File: config.mk
export PLATFORM = sky130hd
export DESIGN_NAME = s3g_rx
export DESIGN_NICKNAME = d
export VERILOG_FILES = /design/src/rtl/s3g_rx.sv
export SDC_FILE = /design/constraint.sdc
export NUM_CORES = 1
export LEC_CHECK = 0
export BUFFER_PORTS_ARGS = -buffer_cell sky130_fd_sc_hd__buf_2
export CORE_MARGIN = 4
export CORE_UTILIZATION = 40
export CTS_BUF_LIST = sky130_fd_sc_hd__clkbuf_4 sky130_fd_sc_hd__clkbuf_8
export CTS_CLUSTER_SIZE = 12
export DETAILED_ROUTE_END_ITERATION = 8
export PLACE_DENSITY_LB_ADDON = 0.12
export SYNTH_ARGS = -nofsm -noshare
export SYNTH_HDL_FRONTEND = slang
export SYNTH_SLANG_ARGS = --single-unit
File: constraint.sdc
create_clock -name clk -period 2.45 [get_ports clk]
set_input_delay 0.1225 -clock clk [delete_from_list [all_inputs] [get_ports clk]]
set_output_delay 0.1225 -clock clk [all_outputs]
set_load 0.02 [all_outputs]
File: src/rtl/s3g_rx.sv
// Receive-side S3G packet framer: hunts for 0xD5, then length, payload and CRC8,
// and holds the decoded packet until the command decoder acknowledges it.
module s3g_rx #(
    parameter int TIMEOUT = 100000,
    parameter int TO_W    = 20
) (
    input  logic       clk,
    input  logic       rst,
    input  logic [7:0] rx_data,
    input  logic       rx_done,
    input  logic       packet_ack,
    output logic       packet_rdy,
    output logic       busy,
    output logic [7:0] payload_len,
    output logic [7:0] buf0,
    output logic [7:0] buf1,
    output logic [7:0] buf2,
    output logic [7:0] buf3,
    output logic [7:0] buf4,
    output logic [7:0] buf5,
    output logic [7:0] buf6,
    output logic [7:0] buf7,
    output logic [7:0] buf8,
    output logic [7:0] buf9,
    output logic [7:0] buf10,
    output logic [7:0] buf11,
    output logic [7:0] buf12,
    output logic [7:0] buf13,
    output logic [7:0] buf14,
    output logic [7:0] buf15,
    output logic       crc_err,
    output logic       len_err,
    output logic       timeout,
    output logic       overrun
);

    typedef enum logic [2:0] {
        S_IDLE = 3'd0,
        S_LEN  = 3'd1,
        S_DATA = 3'd2,
        S_CRC  = 3'd3,
        S_HOLD = 3'd4
    } state_t;

    localparam logic [7:0]      SYNC_BYTE = 8'hD5;
    localparam logic [7:0]      MAX_LEN   = 8'd16;
    localparam logic [TO_W-1:0] TO_LIMIT  = TO_W'(TIMEOUT);

    state_t          r_state;
    state_t          w_nextState;
    logic [7:0]      r_len;
    logic [7:0]      r_crc;
    logic [3:0]      r_byteCnt;
    logic [7:0]      r_buf [16];
    logic [TO_W-1:0] r_toCnt;
    logic            r_crcErr;
    logic            r_lenErr;
    logic            r_timeout;
    logic            r_overrun;

    logic            w_crcErr;
    logic            w_lenErr;
    logic            w_timeout;
    logic            w_overrun;
    logic            w_toExpired;
    logic            w_lastByte;
    logic [3:0]      w_lastIdx;
    logic [7:0]      w_crcNext;

    // CRC8, polynomial x^8+x^2+x+1, data shifted in MSB first.
    function automatic logic [7:0] nextCRC8_D8(input logic [7:0] data, input logic [7:0] crc);
        logic [7:0] c;
        logic       fb;
        c = crc;
        for (int i = 7; i >= 0; i--) begin
            fb = c[7] ^ data[i];
            c  = {c[6:0], 1'b0};
            if (fb) begin
                c = c ^ 8'h07;
            end
        end
        return c;
    endfunction

    // A length of 16 wraps to index 15 in the 4-bit counter domain.
    assign w_lastIdx   = r_len[3:0] - 4'd1;
    assign w_lastByte  = (r_byteCnt == w_lastIdx);
    assign w_crcNext   = nextCRC8_D8(rx_data, r_crc);
    assign w_toExpired = (TIMEOUT != 0) && (r_toCnt == TO_LIMIT);

    always_comb begin
        w_nextState = r_state;
        w_crcErr    = 1'b0;
        w_lenErr    = 1'b0;
        w_timeout   = 1'b0;
        w_overrun   = 1'b0;
        case (r_state)
            S_IDLE: begin
                if (rx_done && (rx_data == SYNC_BYTE)) begin
                    w_nextState = S_LEN;
                end
            end
            S_LEN: begin
                if (rx_done) begin
                    if (rx_data > MAX_LEN) begin
                        w_lenErr    = 1'b1;
                        w_nextState = S_IDLE;
                    end else if (rx_data == 8'd0) begin
                        w_nextState = S_CRC;
                    end else begin
                        w_nextState = S_DATA;
                    end
                end else if (w_toExpired) begin
                    w_timeout   = 1'b1;
                    w_nextState = S_IDLE;
                end
            end
            S_DATA: begin
                if (rx_done) begin
                    if (w_lastByte) begin
                        w_nextState = S_CRC;
                    end
                end else if (w_toExpired) begin
                    w_timeout   = 1'b1;
                    w_nextState = S_IDLE;
                end
            end
            S_CRC: begin
                if (rx_done) begin
                    if (rx_data == r_crc) begin
                        w_nextState = S_HOLD;
                    end else begin
                        w_crcErr    = 1'b1;
                        w_nextState = S_IDLE;
                    end
                end else if (w_toExpired) begin
                    w_timeout   = 1'b1;
                    w_nextState = S_IDLE;
                end
            end
            S_HOLD: begin
                // A held packet is never overwritten; any byte arriving now is lost.
                w_overrun = rx_done;
                if (packet_ack) begin
                    w_nextState = S_IDLE;
                end
            end
            default: begin
                w_nextState = S_IDLE;
            end
        endcase
    end

    always_ff @(posedge clk) begin
        if (rst) begin
            r_state   <= S_IDLE;
            r_len     <= 8'd0;
            r_crc     <= 8'd0;
            r_byteCnt <= 4'd0;
            r_toCnt   <= '0;
            r_crcErr  <= 1'b0;
            r_lenErr  <= 1'b0;
            r_timeout <= 1'b0;
            r_overrun <= 1'b0;
            for (int i = 0; i < 16; i++) begin
                r_buf[i] <= 8'd0;
            end
        end else begin
            r_state   <= w_nextState;
            r_crcErr  <= w_crcErr;
            r_lenErr  <= w_lenErr;
            r_timeout <= w_timeout;
            r_overrun <= w_overrun;

            if ((r_state == S_LEN) || (r_state == S_DATA) || (r_state == S_CRC)) begin
                r_toCnt <= rx_done ? '0 : r_toCnt + 1'b1;
            end else begin
                r_toCnt <= '0;
            end

            if ((r_state == S_LEN) && rx_done && (rx_data <= MAX_LEN)) begin
                r_len     <= rx_data;
                r_crc     <= 8'd0;
                r_byteCnt <= 4'd0;
                for (int i = 0; i < 16; i++) begin
                    r_buf[i] <= 8'd0;
                end
            end

            if ((r_state == S_DATA) && rx_done) begin
                r_buf[r_byteCnt] <= rx_data;
                r_crc            <= w_crcNext;
                r_byteCnt        <= r_byteCnt + 4'd1;
            end
        end
    end

    assign packet_rdy  = (r_state == S_HOLD);
    assign busy        = (r_state != S_IDLE);
    assign payload_len = r_len;
    assign crc_err     = r_crcErr;
    assign len_err     = r_lenErr;
    assign timeout     = r_timeout;
    assign overrun     = r_overrun;

    assign buf0  = r_buf[0];
    assign buf1  = r_buf[1];
    assign buf2  = r_buf[2];
    assign buf3  = r_buf[3];
    assign buf4  = r_buf[4];
    assign buf5  = r_buf[5];
    assign buf6  = r_buf[6];
    assign buf7  = r_buf[7];
    assign buf8  = r_buf[8];
    assign buf9  = r_buf[9];
    assign buf10 = r_buf[10];
    assign buf11 = r_buf[11];
    assign buf12 = r_buf[12];
    assign buf13 = r_buf[13];
    assign buf14 = r_buf[14];
    assign buf15 = r_buf[15];

endmodule
After elaboration in Yosys (flattened, before gate mapping)
Memory sizes are Yosys's and may differ from the RTL's.
Index checks and enable logic that the tools add are counted.
- logic and storage cells: 135
- output and inout bits: 142
- bits in registers: 47
- bits in writable memories: 128
- memories: 1
- memory list (name ; words ; bits a word ; read ports ; clocked after Yosys merged registers in ; write ports ; line ; text):
    r_buf ; 16 ; 8 ; 16 ; 0 ; 16 ; 54 ; logic [7:0] r_buf [16];
- add/sub/neg operators: 3
- eq/ne operators: 11
- reduce and logical (&&, ||, !) cells: 18
- order comparisons: 2
- multiplexer cells: 53
- bitwise gates (word level): 38
- operator list (kind ; number):
    $mux 8 ; 19
    $mux 3 ; 16
    $not 3->3 ; 8
    $add 20x1->20 const B ; 1
    $eq 20x17->1 const B ; 1
    $or 1x1->1 ; 16
    $pmux 3 s5 ; 1
    $reduce_or 3->1 ; 5
    $mux 1 ; 13
    $mux 4 ; 3
    $eq 8x8->1 ; 1
    $eq 8x8->1 const B ; 1
    $gt 8x5->1 const B ; 1
    $le 8x5->1 const B ; 1
    $logic_not 8->1 ; 1
    $reduce_or 8->1 ; 1
    $xor 1x1->1 ; 8
    $eq 3x2->1 const B ; 2
    $not 1->1 ; 6
    $add 4x1->4 const B ; 1
    $eq 4x4->1 ; 1
    $logic_and 1x1->1 ; 4
    $ne 2x2->1 const B ; 2
    $sub 4x1->4 const B ; 1
    other kinds (10) ; 11

Longest topological paths before layout
- word-level depth: 17
- mapped depth: 8
- depth with buffers taken out: 7

Worst setup path before layout
Ideal clock, no wire load.
- kind: register -> register
- from: reg r_state[0]
- to: mem r_buf[1][0] (enable)
- buffers on the path: 2
- clock period less this slack: 2.344 ns
- library setup time: 0.384 ns
- required time: 2.066 ns
- path slack: 0.106 ns
- data arrival time: 1.960 ns
- cell stages (with the launch flop): 6
- path through: dfxtp_1 clkbuf_1 or3_1 or3_1 clkbuf_1 o21ai_0
- RTL lines (element ; line ; text):
    from (decl) ; 49 ; state_t r_state;
    from (signal assigned) ; 169 ; r_state <= w_nextState;
    to (decl) ; 54 ;

==> out/summary.txt <==
GPL Wtd Cong = 0.795
Yosys reg bits = 175
Worst hold stages = 5
CP startpoint kind = input pin
Sw Ratio = 0.227
GR Util met2 = 0.288
DR pass1 iterations = 5
Die area = 20300 µm²
Setup violators final = 0
Worst Clk Skew = 0.0112 ns
DR iter-0 viols = 266
Worst-path maximum fanout = 20
Nets = 772
Reg2Reg Depth = 4
Relative slew slack = 0.328
Hold Vio Cnt, Final = 0
Clock latency on the worst-skew pair = 0.45 ns
Number of global-route vias before repair = 4898
Hold path startpoint = rx_data[3]
Mapped Avg Cell Area = 12.6 µm²
RSZ-0062 raised after global routing = false
Largest net degree at the start of global routing = 24
Setup_tns = 0 ns
Yosys cell types = 41
Warnings, synthesis = 0
Final Max Slew Viols = 0
F_max = 453 MHz
Clock power frac = 0.370
Placed insts = 954
Post-DP HPWL = 11700 µm
Mapped Area = 7220 µm²
GRT Resource Usage Total = 0.178
Worst EP required = 2.66 ns
Clock sink count = 175
DRC viols = 0
# Post-CTS Setup Buffers = 0
Hold path endpoint = r_state[1]
Max-cap viol count = 0
Ant. Diodes = 0
Worst Path Arrival = 2.42 ns
Root buffer cell = clkbuf_8
Vias per cell = 4.90
Routed Antenna Nets = 0
CTS H-tree lvls = 4
Slowest cell on crit path = nor2b_2
GRT busiest layer = met2
Area Overhead vs Synth = 22.4%
Top-area cell type share of the netlist area = 0.532
Via count = 4837
R2R Path End = r_buf[5][3]
Number of clock buffers inserted by TritonCTS = 17
Final min period = 2.21 ns
VDD IR max = 0.345 mV
CTS tree = built
Pint = 4.47 mW
Clock-pin transition on the worst setup and hold timing paths = 0.09 ns
Delay of the slowest critical-path stage = 0.81 ns
EDFF count, synth = 128
IO Pins = 154
PD cells = 654 nW/µm²
Kind of critical path = input pin to flop
Net Sw Power = 1.31 mW
Die extent in x = 142 µm
Worst Hold Class = input pin to flop
Share of cells above drive strength 1 = 0.288
Fill count = 1566
Final worst path period share = 0.902
Crit end category = flop
GR Overflow Total = 0
Routed WL per cell = 17.6 µm
Post-Layout Cell Count = 988
Area leader, netlist = edfxtp_1
Synth top cells by count = and2_1, edfxtp_1, nor2_1, dfxtp_1, clkbuf_1
Row Count = 48
R2R Path Start = r_state[2]
Seq pwr share = 0.563
Worst Tran Pin Value = 1.00 ns
Cell with the most instances after synthesis = and2_1
Maximum clock path buffer count = 2
Primary FF master, synth = edfxtp_1
Core area = 17500 µm²
Syn Inst Count = 572
Worst-path cell chain = dlygate4sd3_1 -> buf_2 -> nand3b_1 -> a2111o_1 -> nor2b_2 -> o21ai_0 -> buf_4
Port Buf Inserts = 153
Initial antenna violation count = 0
Die Ht = 142 µm
Reg2Reg Setup Slack = 0.25 ns
Global-route wire length before repair = 27400 µm
Synth top area cells = edfxtp_1, dfxtp_1, and2_1
Fraction of the yosys area taken by sequential cells = 0.663
Async SR Flop Fraction = 0
Met3 Use GR = 0.0363
Post_cts resized = 0
Final wirelength = 17400 µm
Syn nets = 594
Status = finished clean
Initial core utilization = 0.413
M1 GR Usage = 0.237
Comb power frac = 0.067
Leak = 3.67 nW
[how the worst max path moves through the flow]
| stage | startpoint | end | slack, ns | depth (start not counted) |
|---|---|---|---|---|
| after floorplan | r_state[0] | r_buf[1][0] | 0.11 | 5 |
| after global placement | rx_data[0] | r_buf[2][4] | 0.26 | 6 |
| after detailed placement | rx_data[0] | r_buf[5][1] | 0.26 | 6 |
| after CTS | r_state[2] | r_buf[5][5] | 0.26 | 4 |
| after global routing | r_state[1] | r_buf[9][3] | 0.01 | 6 |
| final | rx_done | r_buf[5][3] | 0.24 | 7 |
[state kept, by name, indices dropped and copies added (netlist names)]
signal       count
timeout          1
r_buf          128
len_err          1
crc_err          1
r_state          3
r_byteCnt        4
r_toCnt         20
overrun          1
r_crc            8
payload_len      8
[final cells by class]
cell class	instances	area, µm²	area share
Tap cell	225	282	0.0318
Sequential cell	175	4780	0.541
Clock inverter	14	186	0.0211
Clock buffer	18	241	0.0273
Inverter	11	41.3	0.00467
Timing Repair Buffer	188	1030	0.117
Multi-Input combinational cell	357	2270	0.257
[worst max-delay path, delay by kind of cell]
| family | cells | cell delay (ns) |
|---|---|---|
| compound gates | 2 | 0.42 |
| buf+inv | 3 | 0.93 |
| simple gates | 2 | 0.93 |
[routing by layer]
layer / up-vias / share of wire
met5: - / 0
met2: 156 / 0.48
li1: 2319 / -
met4: 0 / 0.027
met3: 31 / 0.058
met1: 2331 / 0.44
[cells in the final DEF, fill, tap and decap left out, types with 4 or more instances in the layout]
cell       instances
nand2b_1           4
buf_4             33
o21ai_0           17
buf_2            153
nand3_1           11
xnor2_1           23
edfxtp_1         128
inv_1             11
and3_1             5
a22oi_1            8
a21oi_1            7
dfxtp_1           47
nor3_1             8
ha_1              10
mux2i_1            5
xor2_1            20
nand2_1           10
nand4_1            9
bufinv_16          4
and2_1           133
nor2_1            58
clkbuf_8          17
or3_1              6
[logic make-up (layout without fill, tap and decap cells)]
family                     after synthesis  after routing  synth area share
DFF                                    175            175             0.663
adders and majority gates               10             10            0.0173
xor gates and xnor gates                44             44            0.0553
muxes                                    5              5           0.00693
buffers and inverters                   40            231            0.0230
AOI/OAI and AO/OA                       39             39            0.0340
and+or+nand+nor                        259            259             0.201
[through the flow]
step	util	setup WS (ns)	total power, mW	cell area (µm²)	hold WS [ns]
floorplan	-	0.106	3.54	7220	0.314
global placement	0.480	0.256	3.71	8390	0.464
detailed placement	0.480	0.256	3.71	8390	0.465
CTS	0.506	0.258	5.85	8840	0.0782
global route	0.506	0.0125	6.00	8840	0.103
finish	0.506	0.241	5.78	8840	0.115
[power by group through the flow]
stage               Clock [mW]  Combinational, mW  Sequential [mW]
finish                    2.14              0.387             3.25
global route              2.32              0.414             3.26
CTS                       2.20              0.393             3.26
detailed placement           0              0.389             3.33
global placement             0              0.386             3.32
floorplan                    0              0.117             3.42
[repair_timing]
item | in CTS | in global routing
endpoints found under the hold margin | 2 | 0
endpoints found under the setup margin | 0 | 0
hold buffers | 2 | 0
No activity file was read; power rests on OpenSTA's default activity.
